--- config.mk ---
export PLATFORM = sky130hd
export DESIGN_NAME = ps2_direction_ctrl
export DESIGN_NICKNAME = d
export VERILOG_FILES = /design/src/rtl/snake_pkg.sv /design/src/rtl/ps2_rx.sv /design/src/rtl/ps2_direction_ctrl.sv
export SDC_FILE = /design/constraint.sdc
export NUM_CORES = 1
export LEC_CHECK = 0
export BUFFER_PORTS_ARGS = -buffer_cell sky130_fd_sc_hd__buf_2
export CORE_ASPECT_RATIO = 2
export CORE_MARGIN = 8
export CORE_UTILIZATION = 59
export DETAILED_ROUTE_END_ITERATION = 12
export GPL_ROUTABILITY_DRIVEN = 0
export HOLD_SLACK_MARGIN = 0.08
export PLACE_DENSITY = 0.75
export SLEW_MARGIN = 5
export SYNTH_ARGS = -nofsm -noshare
export SYNTH_HDL_FRONTEND = slang
export SYNTH_SLANG_ARGS = --single-unit
--- constraint.sdc ---
create_clock -name clk -period 2.4 [get_ports clk]
set_input_delay 0.24 -clock clk [delete_from_list [all_inputs] [get_ports clk]]
set_output_delay 0.24 -clock clk [all_outputs]
set_load 0.005 [all_outputs]
--- src/rtl/snake_pkg.sv ---
// Shared types and scan codes for the snake PS/2 direction path.
// Direction encoding matches the draw stage: 00 up, 01 right, 10 down, 11 left.
package snake_pkg;

  typedef enum logic [1:0] {UP = 2'd0, RIGHT = 2'd1, DOWN = 2'd2, LEFT = 2'd3} dir_t;

  typedef enum logic [1:0] {RX_IDLE, RX_DATA, RX_PARITY, RX_STOP} rx_state_t;

  typedef enum logic [1:0] {DEC_BASE, DEC_EXT, DEC_BRK, DEC_EXT_BRK} dec_state_t;

  localparam logic [7:0] SC_EXT   = 8'hE0;
  localparam logic [7:0] SC_BRK   = 8'hF0;
  localparam logic [7:0] SC_UP    = 8'h75;
  localparam logic [7:0] SC_RIGHT = 8'h74;
  localparam logic [7:0] SC_DOWN  = 8'h72;
  localparam logic [7:0] SC_LEFT  = 8'h6B;
  localparam logic [7:0] SC_W     = 8'h1D;
  localparam logic [7:0] SC_D     = 8'h23;
  localparam logic [7:0] SC_S     = 8'h1B;
  localparam logic [7:0] SC_A     = 8'h1C;

  // Opposite directions differ only in the upper encoding bit.
  function automatic logic is_reverse(dir_t a, dir_t b);
    return (a ^ b) == 2'b10;
  endfunction

endpackage

--- src/rtl/ps2_rx.sv ---
// PS/2 frame receiver: sync, clock glitch filter, 11-bit frame check, idle timeout.
// key_strobe/frame_err pulse one cycle after the deciding edge; no backpressure, bytes are not buffered.
module ps2_rx
  import snake_pkg::*;
#(
  parameter int FILTER_LEN     = 4,
  parameter int TIMEOUT_CYCLES = 50000
) (
  input  logic       clk,
  input  logic       reset,
  input  logic       ps2_clk,
  input  logic       ps2_data,
  output logic [7:0] rx_byte,
  output logic       key_strobe,
  output logic       frame_err
);

  localparam int FW = $clog2(FILTER_LEN + 1);
  localparam int TW = $clog2(TIMEOUT_CYCLES + 1);

  logic [1:0]    clk_sync, dat_sync;
  logic          clk_filt, fall;
  logic [FW-1:0] flt_cnt;
  logic          dat;

  assign dat = dat_sync[1];

  always_ff @(posedge clk or posedge reset) begin
    if (reset) begin
      clk_sync <= 2'b11;
      dat_sync <= 2'b11;
      clk_filt <= 1'b1;
      flt_cnt  <= '0;
      fall     <= 1'b0;
    end else begin
      clk_sync <= {clk_sync[0], ps2_clk};
      dat_sync <= {dat_sync[0], ps2_data};
      fall     <= 1'b0;
      // Level changes only after FILTER_LEN consecutive samples of the new level.
      if (clk_sync[1] == clk_filt) begin
        flt_cnt <= '0;
      end else if (flt_cnt == FW'(FILTER_LEN - 1)) begin
        clk_filt <= clk_sync[1];
        flt_cnt  <= '0;
        fall     <= clk_filt;
      end else begin
        flt_cnt <= flt_cnt + FW'(1);
      end
    end
  end

  rx_state_t     state_q, state_d;
  logic [2:0]    bit_cnt_q, bit_cnt_d;
  logic [7:0]    shreg_q, shreg_d;
  logic          par_q, par_d;
  logic [TW-1:0] tmo_q, tmo_d;
  logic [7:0]    byte_d;
  logic          strobe_d, err_d;

  always_ff @(posedge clk or posedge reset) begin
    if (reset) begin
      state_q    <= RX_IDLE;
      bit_cnt_q  <= '0;
      shreg_q    <= '0;
      par_q      <= 1'b0;
      tmo_q      <= '0;
      rx_byte    <= 8'h00;
      key_strobe <= 1'b0;
      frame_err  <= 1'b0;
    end else begin
      state_q    <= state_d;
      bit_cnt_q  <= bit_cnt_d;
      shreg_q    <= shreg_d;
      par_q      <= par_d;
      tmo_q      <= tmo_d;
      rx_byte    <= byte_d;
      key_strobe <= strobe_d;
      frame_err  <= err_d;
    end
  end

  always_comb begin
    state_d   = state_q;
    bit_cnt_d = bit_cnt_q;
    shreg_d   = shreg_q;
    par_d     = par_q;
    tmo_d     = (state_q == RX_IDLE || fall) ? '0 : tmo_q + TW'(1);
    byte_d    = rx_byte;
    strobe_d  = 1'b0;
    err_d     = 1'b0;
    case (state_q)
      RX_IDLE: begin
        if (fall) begin
          if (!dat) begin
            state_d   = RX_DATA;
            bit_cnt_d = '0;
          end else begin
            err_d = 1'b1;
          end
        end
      end
      RX_DATA: begin
        if (fall) begin
          shreg_d   = {dat, shreg_q[7:1]};
          bit_cnt_d = bit_cnt_q + 3'd1;
          if (bit_cnt_q == 3'd7) state_d = RX_PARITY;
        end
      end
      RX_PARITY: begin
        if (fall) begin
          par_d   = dat;
          state_d = RX_STOP;
        end
      end
      RX_STOP: begin
        if (fall) begin
          state_d = RX_IDLE;
          if (dat && (^{shreg_q, par_q})) begin
            byte_d   = shreg_q;
            strobe_d = 1'b1;
          end else begin
            err_d = 1'b1;
          end
        end
      end
      default: state_d = RX_IDLE;
    endcase
    // A stalled frame is dropped; the shift register contents are simply abandoned.
    if (state_q != RX_IDLE && !fall && tmo_q == TW'(TIMEOUT_CYCLES - 1)) begin
      state_d = RX_IDLE;
      err_d   = 1'b1;
    end
  end

endmodule

--- src/rtl/ps2_direction_ctrl.sv ---
// PS/2 arrow-key decoder feeding snake direction; WASD keys enabled by `PS2_WASD_EN.
// dir_valid follows key_strobe by one cycle; no backpressure, reversals are silently dropped.
module ps2_direction_ctrl
  import snake_pkg::*;
#(
  parameter int         FILTER_LEN     = 4,
  parameter int         TIMEOUT_CYCLES = 50000,
  parameter logic [1:0] RESET_DIR      = 2'b01
) (
  input  logic       clk,
  input  logic       reset,
  input  logic       ps2_clk,
  input  logic       ps2_data,
  output logic [1:0] direction,
  output logic       dir_valid,
  output logic       key_strobe,
  output logic [7:0] rx_byte,
  output logic       frame_err
);

`ifdef PS2_WASD_EN
  localparam bit WASD_EN = 1'b1;
`else
  localparam bit WASD_EN = 1'b0;
`endif

  ps2_rx #(
    .FILTER_LEN    (FILTER_LEN),
    .TIMEOUT_CYCLES(TIMEOUT_CYCLES)
  ) u_rx (
    .clk       (clk),
    .reset     (reset),
    .ps2_clk   (ps2_clk),
    .ps2_data  (ps2_data),
    .rx_byte   (rx_byte),
    .key_strobe(key_strobe),
    .frame_err (frame_err)
  );

  dec_state_t dec_q, dec_d;
  logic       req_vld;
  dir_t       req_dir, dir_q;

  always_ff @(posedge clk or posedge reset) begin
    if (reset) dec_q <= DEC_BASE;
    else       dec_q <= dec_d;
  end

  always_comb begin
    dec_d   = dec_q;
    req_vld = 1'b0;
    req_dir = UP;
    if (key_strobe) begin
      case (dec_q)
        DEC_BASE: begin
          if (rx_byte == SC_EXT)      dec_d = DEC_EXT;
          else if (rx_byte == SC_BRK) dec_d = DEC_BRK;
          else if (WASD_EN) begin
            req_vld = 1'b1;
            case (rx_byte)
              SC_W:    req_dir = UP;
              SC_D:    req_dir = RIGHT;
              SC_S:    req_dir = DOWN;
              SC_A:    req_dir = LEFT;
              default: req_vld = 1'b0;
            endcase
          end
        end
        DEC_EXT: begin
          if (rx_byte == SC_BRK) begin
            dec_d = DEC_EXT_BRK;
          end else begin
            dec_d   = DEC_BASE;
            req_vld = 1'b1;
            case (rx_byte)
              SC_UP:    req_dir = UP;
              SC_RIGHT: req_dir = RIGHT;
              SC_DOWN:  req_dir = DOWN;
              SC_LEFT:  req_dir = LEFT;
              default:  req_vld = 1'b0;
            endcase
          end
        end
        // Break states swallow the released key's code.
        default: dec_d = DEC_BASE;
      endcase
    end
  end

  always_ff @(posedge clk or posedge reset) begin
    if (reset) begin
      dir_q     <= dir_t'(RESET_DIR);
      dir_valid <= 1'b0;
    end else begin
      dir_valid <= 1'b0;
      if (req_vld && !is_reverse(req_dir, dir_q)) begin
        dir_q     <= req_dir;
        dir_valid <= 1'b1;
      end
    end
  end

  assign direction = dir_q;

endmodule

Word level (Yosys, flattened, before mapping)
Index checks and enable logic that the tools add are counted.

operators by class
  add/subtract/negate cells = 3
  equality and inequality tests = 25
  mux-type cells = 39
  bitwise operators = 2
  reductions and logical operators = 20

operator list
  kind                                                    number
  equality test 8 x 7 -> 1 bit (second input constant)    4
  two-way mux 2 bit                                       13
  adder 16 x 1 -> 16 bit (second input constant)          1
  equality test 16 bit (second input constant)            1
  equality test 8 bit (second input constant)             2
  two-way mux 16 bit                                      1
  two-way mux 1 bit                                       15
  two-way mux 3 bit                                       5
  inequality test 3 x 1 -> 1 bit (second input constant)  4
  XOR reduction 9 bit                                     1
  one-hot mux 2 bit (4 select lines)                      1
  AND reduction 2 bit                                     4
  adder 3 x 1 -> 3 bit (second input constant)            2
  equality test 2 bit (second input constant)             3
  inequality test 3 bit (second input constant)           2
  one-hot mux 2 bit (3 select lines)                      1
  one-hot mux 3 bit (2 select lines)                      1
  AND reduction 6 bit                                     1
  equality test 2 x 1 -> 1 bit (second input constant)    2
  logical AND 1 bit                                       4
  zero test 2 bit                                         2
  inequality test 2 x 1 -> 1 bit (second input constant)  2
  one-hot mux 2 bit (2 select lines)                      1
  AND reduction 4 bit                                     1
  other kinds (13)                                        15

storage, ports and cells
  flip-flop bits (word level) = 54
  input bits = 4
  output and inout bits = 13
  word-level logic and storage cells = 105

Longest topological paths before layout
Gate-level depths: netlist (run 1).

  depth in word-level cells = 10
  mapped depth = 8
  mapped depth without buffers = 7

Modules after synthesis
A second synthesis (run 1) with hierarchy kept.

unflattened totals
  cell total of the unflattened synthesis = 229
  area total of the unflattened synthesis = 2635.0 um^2

modules (own cells, without submodules)
  module              instances  cells an instance  area each (um^2)  sequential area each (um^2)
  ps2_rx              1          187                2238.4            1232.4
  ps2_direction_ctrl  1          42                 396.6             126.4

Worst setup path after synthesis (run 1)
Ideal clock, no wire load.

  path kind = reg-to-reg
  start = register u_rx.shreg_q[2]
  end = register u_rx.rx_byte[0]
  library setup time = 125 ps
  arrival time = 1742 ps
  data required time = 2275 ps
  setup slack = 533 ps
  stages on the path, launching flop included = 6
  buffers on the path = 0
  period minus slack after synthesis = 1867 ps
  cells stage by stage = dfrtp_1 > xnor2_1 > xnor3_1 > xnor2_2 > nand4_4 > mux2_4

on the way
  word-level cells in the longest chain between the ends = 3

ends and longest elaborated chain
  item                                  RTL line       source
  start: declaration                    ps2_rx.sv:54   logic [7:0] shreg_q, shreg_d;
  start signal: assignment              ps2_rx.sv:73   shreg_q <= shreg_d;
  XOR reduction 9 bit                   ps2_rx.sv:118  if (dat && (^{shreg_q, par_q})) begin
  logical AND 1 bit                     ps2_rx.sv:118
  AND reduction 3 bit (no source line)  --
  end signal: assignment                ps2_rx.sv:76   rx_byte <= byte_d;
  end: declaration                      ps2_rx.sv:13   output logic [7:0] rx_byte,

No other way between the ends.
A chain may end at the register's enable or synchronous reset.

Worst setup path in the final report (run 1)
Same ends and word-level chain as after synthesis.

==> flow_summary.yaml, run 1 <==
cts:
  cts_resized: 0
  clk_path_buf_depth: 2
  cts-root-buf: "clkbuf_8"
  cts.sinks: 54
  clock_latency_ns: 0.30
  htreeDepth: 2
  cts_buffers: 5
  cts_tree: "built"
  clkTransAtPathRegs_ns: 0.09
route:
  vias: 1701
  drt-pass1-iter-count: 4
  drc: 0
  vias_per_cell: 5.577
  wl_per_cell_um: 14.33
  drt_iter0_drc: 66
  wl_um: 4370
  final_antenna_net_count: 0
power_and_ir_drop:
  irDropWorstVdd_mv: 0.5771
  swShare_pct: 29.72
  p_seq_share_pct: 51.5
  p_int_mw: 1.492
  power_density_nw_per_um2: 746.0
  power.switching_mw: 0.6307
  finalPower_mw: 2.123
  power_frac_comb_pct: 22.0
  p_clk_share_pct: 26.5
  p_leak_nw: 1.397
grt:
  grtUsageMet2_pct: 24.35
  grtUsageTotal_pct: 13.98
  grt_pass1_wl_um: 7900
  grt_overflow: 0
  first_global_vias: 1783
  use_met1_pct: 16.27
  grt_max_degree: 29
  antenna_found_initial: 0
  top_usage_layer: "met2"
  use_met3_pct: 3.292
synth:
  synth_cells: 226
  synth_nets: 238
  synth_top_cell_area_share_pct: 47.13
  syn_area_per_cell_um2: 11.28
  synth.distinct_cells: 39
  synth-seq-area-share_pct: 53.31
  synth_warnings: 0
  synth_area_leaders: "dfrtp_1 (47%), dfstp_2 (6.2%), mux2_2 (5.3%)"
  yosys_register_bits: 54
  synth_top_cell_by_area: "dfrtp_1"
  syn_area_um2: 2549
finish:
  drive_gt1_share_pct: 21.51
  instances_no_fill: 305
  diodes: 0
  regArea_um2: 1359
  fillers: 312
  fin_nets: 262
  multiInputGateArea_um2: 1141
  utilization_pct: 66.88
  syn_to_final_growth_pct: 11.63
outcome:
  status: "finished, final reports clean"
floorplanning:
  die_w_um: 62.48
  start_util_pct: 59.91
  core_um2: 4254
  die_area_um2: 6807
  fp-row-count: 34
  ios: 17
  dieHeight_um: 109.0
setup_path:
  cpMaxStageDelayCell: "xnor3_1"
  endpoint_kind: "register"
  crit_type: "register to register"
  slowest_delay_ns: 0.45
  worstPathBufferInverterCount: 0
  cp.arrival_ns: 2.18
  path_delay_family: "XOR/XNOR gates"
  path_cells: "xnor2_1 -> xnor3_1 -> xnor2_2 -> nand4_4 -> mux2_4"
  worstPathMaxFanout: 9
  start_kind: "register"
  worstPathRequired_ns: 2.59
sta:
  finalSetupViolCount: 0
  fmax_mhz: 503.1
  worstMarginPinSlew_ns: 0.5945
  skew_ns: 0.005574
  period_needed_ns: 1.988
  rsz0062_at_grt: "no"
  slew_violations: 0
  max_slew_margin_pct: 60.31
  hold_viol_final: 0
  post-route-period-util_pct: 82.82
  finalSetupTns_ns: 0
place:
  place_inst: 294
  io_buffers: 16
  hpwl_um: 3182
run:
  drv_cap: 0
worst_hold_path:
  worstHoldPathType: "register to register"
[flip-flops by register name (all words and copies together) (netlist names)]
name	cells
direction	2
u_rx.flt_cnt	3
u_rx.fall	1
u_rx.rx_byte	8
u_rx.state_q	2
u_rx.clk_filt	1
u_rx.tmo_q	16
dir_valid	1
u_rx.shreg_q	8
u_rx.dat_sync	2
u_rx.key_strobe	1
u_rx.clk_sync	2
dec_q	2
u_rx.frame_err	1
u_rx.bit_cnt_q	3
u_rx.par_q	1
[layer usage]
metal | routed length (um) | vias to the layer above
met2 | 2254 | 22
li1 | - | 830
met1 | 1926 | 843
met3 | 116 | 6
met4 | 72 | 0
met5 | 0 | -
[power groups by stage]
stage                     logic, mW  registers [mW]  clock network (mW)
after global routing          0.537            1.11               0.620
after global placement        0.442            1.10                   0
after detailed placement      0.468            1.11                   0
after floorplan               0.390            1.09                   0
after CTS                     0.475            1.09               0.586
final                         0.467            1.09               0.562
[timing repair]
item,in CTS,in global routing
setup buffers,0,0
hold buffers,3,0
endpoints found under the setup margin,0,0
endpoints found under the hold margin,26,0
[cells in the mapped netlist (all sizes together)]
library cell	number
a21boi	1
a21oi	8
a22o	2
a32oi	1
and3	3
and3b	2
clkbuf	3
dfrtp	48
dfstp	6
ha	8
inv	10
mux2	18
mux2i	1
nand2	19
nand2b	4
nand3	12
nand3b	1
nand4	4
nor2	19
nor2b	3
nor3	8
nor3b	1
nor4	3
nor4b	1
nor4bb	1
o211ai	1
o21ai	9
o22a	1
o22ai	1
o32ai	1
or2	1
or3	3
xnor2	13
xnor3	1
xor2	8
[path summary, 6_finish.rpt]
kind / startpoint / to / cells past startpoint / slack (ns)
worst min-delay path: u_rx.dat_sync[0]$_DFF_PP1_ / u_rx.dat_sync[1]$_DFF_PP1_ / 0 / 0.36
worst max register to register: u_rx.shreg_q[2]$_DFFE_PP0P_ / u_rx.rx_byte[0]$_DFFE_PP0P_ / 5 / 0.41
max in group asynchronous: reset / direction[0]$_DFFE_PP1P_ / 4 / 1.23
worst min register to register: u_rx.dat_sync[0]$_DFF_PP1_ / u_rx.dat_sync[1]$_DFF_PP1_ / 0 / 0.36
worst max-delay path: u_rx.shreg_q[2]$_DFFE_PP0P_ / u_rx.rx_byte[0]$_DFFE_PP0P_ / 5 / 0.41
min in group asynchronous: reset / u_rx.bit_cnt_q[2]$_DFFE_PP0P_ / 3 / 0.54
[cell families after synthesis]
logic type                 share of synthesized area [%]
xor gates and xnor gates                           8.395
muxes                                              9.229
adders and majority gates                          3.928
and+or+nand+nor                                    17.33
buffers and inverters                              1.915
AOI/OAI and AO/OA                                  5.892
DFF                                                53.31
[through the flow]
| stage | cell area, um2 | hold slack, ns | worst slack [ns] |
|---|---|---|---|
| detailed placement | 2705 | 0.3440 | 0.3936 |
| CTS | 2845 | 0.3621 | 0.3874 |
| finish | 2845 | 0.3594 | 0.4124 |
| global route | 2845 | 0.3678 | 0.2582 |
| floorplan | 2549 | 0.2445 | 0.5325 |
| global placement | 2705 | 0.3337 | 0.4890 |
[cell usage in the layout, fill, tap and decap left out, types with 4 or more instances in the layout]
cell      count
dfrtp_1      48
nand2_1      19
nor2_1       19
buf_2        16
xnor2_1      12
nand3_1      12
mux2_2       12
inv_1         9
o21ai_0       9
xor2_1        8
nor3_1        8
a21oi_1       8
ha_1          8
clkbuf_8      8
mux2_4        6
dfstp_2       6
nand2b_1      4
[area by class of cell]
cell class	count	share of cell area, %
inverters	10	1.319
multi-input cells	159	40.11
flip-flops and latches	54	47.76
well taps	54	2.375
repair buffers	20	4.573
clock buffers	8	3.870
Power figures use the tool's default switching activity.
==> inputs of run 2 (changes only) <==
- CORE_UTILIZATION: 59 -> 54
- PLACE_DENSITY: 0.75 -> 0.72
- clock period: 2.4 -> 1.8 ns (I/O delays scaled with it)
==> run 2 against run 1 <==
The run now ends with negative setup slack left. Non-clock buffer count up 22. Clock power up 47%. Maximum frequency up 2.2%. Critical path depth unchanged. Cell count up 7.9%. Largest power group unchanged.
==> flow_summary.yaml, run 2 (synthesis gave the netlist of run 1 again) <==
outcome:
  status: "complete, but fails checks"
  violations: "negative setup slack"
sta:
  post-route-period-util_pct: 108.0
  period_needed_ns: 1.945
  fin_ws_ns: -0.1445
  rsz0062_at_grt: "yes"
  slew_violations: 0
  worstMarginPinSlew_ns: 0.4593
  finalSetupViolCount: 9
  fmax_mhz: 514.3
  skew_ns: 0.01163
  max_slew_margin_pct: 69.10
  hold_viol_final: 0
  hold_ws_ns: 0.3587
cts:
  clock_latency_ns: 0.30
  cts-root-buf: "clkbuf_8"
  clkTransAtPathRegs_ns: 0.10
  clk_path_buf_depth: 2
  cts_buffers: 5
  htreeDepth: 2
  cts.sinks: 54
  cts_tree: "built"
place:
  io_buffers: 16
  place_inst: 313
  hpwl_um: 3643
  dpl_worst_slack_ns: -0.1644
run:
  drv_cap: 0
setup_path:
  cp.arrival_ns: 2.14
  r2r_start: "u_rx.shreg_q[1]$_DFFE_PP0P_"
  endpoint_kind: "register"
  worst_r2r_path_depth: 5
  reg2reg_slack_ns: -0.14
  worstPathRequired_ns: 2.00
  start_kind: "register"
  worstPathMaxFanout: 5
  worstReg2RegEnd: "u_rx.rx_byte[3]$_DFFE_PP0P_"
  crit_type: "register to register"
worst_hold_path:
  hold_path_depth: 0
  hp-start: "u_rx.clk_sync[0]$_DFF_PP1_"
  hold_end: "u_rx.clk_sync[1]$_DFF_PP1_"
  worstHoldPathType: "register to register"
finish:
  instances_no_fill: 329
  regMostFlops: "u_rx.tmo_q"
  diodes: 0
  final_cell_mix: "dfrtp_1 (48), buf_4 (22), nand2_1 (19), nor2_1 (19), buf_2 (16)"
  reg_top3: "u_rx.tmo_q x16, u_rx.rx_byte x8, u_rx.shreg_q x8"
  largest_register_ffs: 16
  drive_gt1_share_pct: 29.93
  syn_to_final_growth_pct: 20.81
  final_common_cell: "dfrtp_1"
  fin_nets: 285
power_and_ir_drop:
  power_density_nw_per_um2: 997.6
  p_clk_share_pct: 26.9
  p_int_mw: 2.155
  irDropWorstVdd_mv: 1.030
  p_seq_share_pct: 47.0
  power_frac_comb_pct: 26.1
  power.switching_mw: 0.9169
  swShare_pct: 29.85
  p_leak_nw: 1.531
route:
  vias_per_cell: 5.605
  drt-pass1-iter-count: 4
  wl_per_cell_um: 15.32
  final_antenna_net_count: 0
  drc: 0
  vias: 1844
  drt_iter0_drc: 54
  wl_um: 5039
floorplanning:
  fp-row-count: 35
  ios: 17
  dieHeight_um: 113.2
  die_w_um: 64.58
  die_area_um2: 7308
  start_util_pct: 55.43
  core_um2: 4598
grt:
  grt_overflow: 0
  grt_pass1_wl_um: 8825
  grtUsageTotal_pct: 15.10
  grt_max_degree: 35
  first_global_vias: 2006
  antenna_found_initial: 0
## run 2: metal layers
metal,GRT usage [%],part of all wire [%],vias to the layer above
met1,12.35,34,913
met5,0,0,-
met4,9.677,3.5,0
li1,-,-,876
met2,29.91,59,41
met3,3.165,3.6,14
## run 2: critical path, stage by stage, from the launching register on
cell	delay [ns]
dfrtp_1	0.40
xnor2_1	0.16
xnor3_2	0.49
xnor2_4	0.24
nand4_4	0.19
mux2_4	0.35
## run 2: power groups by stage
stage	clock, mW	sequential (mW)	combinational [mW]
detailed placement	0	1.46	0.725
finish	0.826	1.44	0.802
global placement	0	1.45	0.700
floorplan	0	1.45	0.521
CTS	0.851	1.44	0.795
global route	0.905	1.46	0.893
## run 2: worst max path at each step
stage	endpoint	slack (ns)	start
detailed placement	u_rx.rx_byte[3]$_DFFE_PP0P_	-0.16	u_rx.shreg_q[6]$_DFFE_PP0P_
finish	u_rx.rx_byte[3]$_DFFE_PP0P_	-0.14	u_rx.shreg_q[1]$_DFFE_PP0P_
global placement	u_rx.rx_byte[7]$_DFFE_PP0P_	-0.12	u_rx.shreg_q[6]$_DFFE_PP0P_
CTS	u_rx.rx_byte[3]$_DFFE_PP0P_	-0.16	u_rx.shreg_q[2]$_DFFE_PP0P_
floorplan	u_rx.rx_byte[0]$_DFFE_PP0P_	-0.02	u_rx.shreg_q[2]$_DFFE_PP0P_
global route	u_rx.rx_byte[3]$_DFFE_PP0P_	-0.21	u_rx.shreg_q[1]$_DFFE_PP0P_
## run 2: timing repair
item,in CTS,in global routing
endpoints found under the hold margin,19,0
gates cloned,1,0
pin swaps,0,2
hold buffers,3,0
setup endpoints to repair,8,14
resized for setup,4,5
setup buffers,1,3
## run 2: final cells by class
cell class              count  area (um2)
fillers                   390        1519
flip-flops and latches     54        1359
multi-input cells         160        1202
repair buffers             42       295.3
clock buffers               7       86.33
well taps                  55       68.82
inverters                  10       37.54
clock inverters             1       30.03
## run 2: stage by stage
step / area, um2 / power [mW] / utilization, % / TNS (ns)
final: 3079 / 3.072 / 66.97 / -0.9286
after global placement: 2841 / 2.154 / 61.80 / -0.9114
after detailed placement: 2841 / 2.187 / 61.80 / -1.164
after CTS: 3037 / 3.086 / 66.04 / -0.9469
after global routing: 3079 / 3.261 / 66.97 / -1.592
after floorplan: 2549 / 1.971 / - / -0.1129
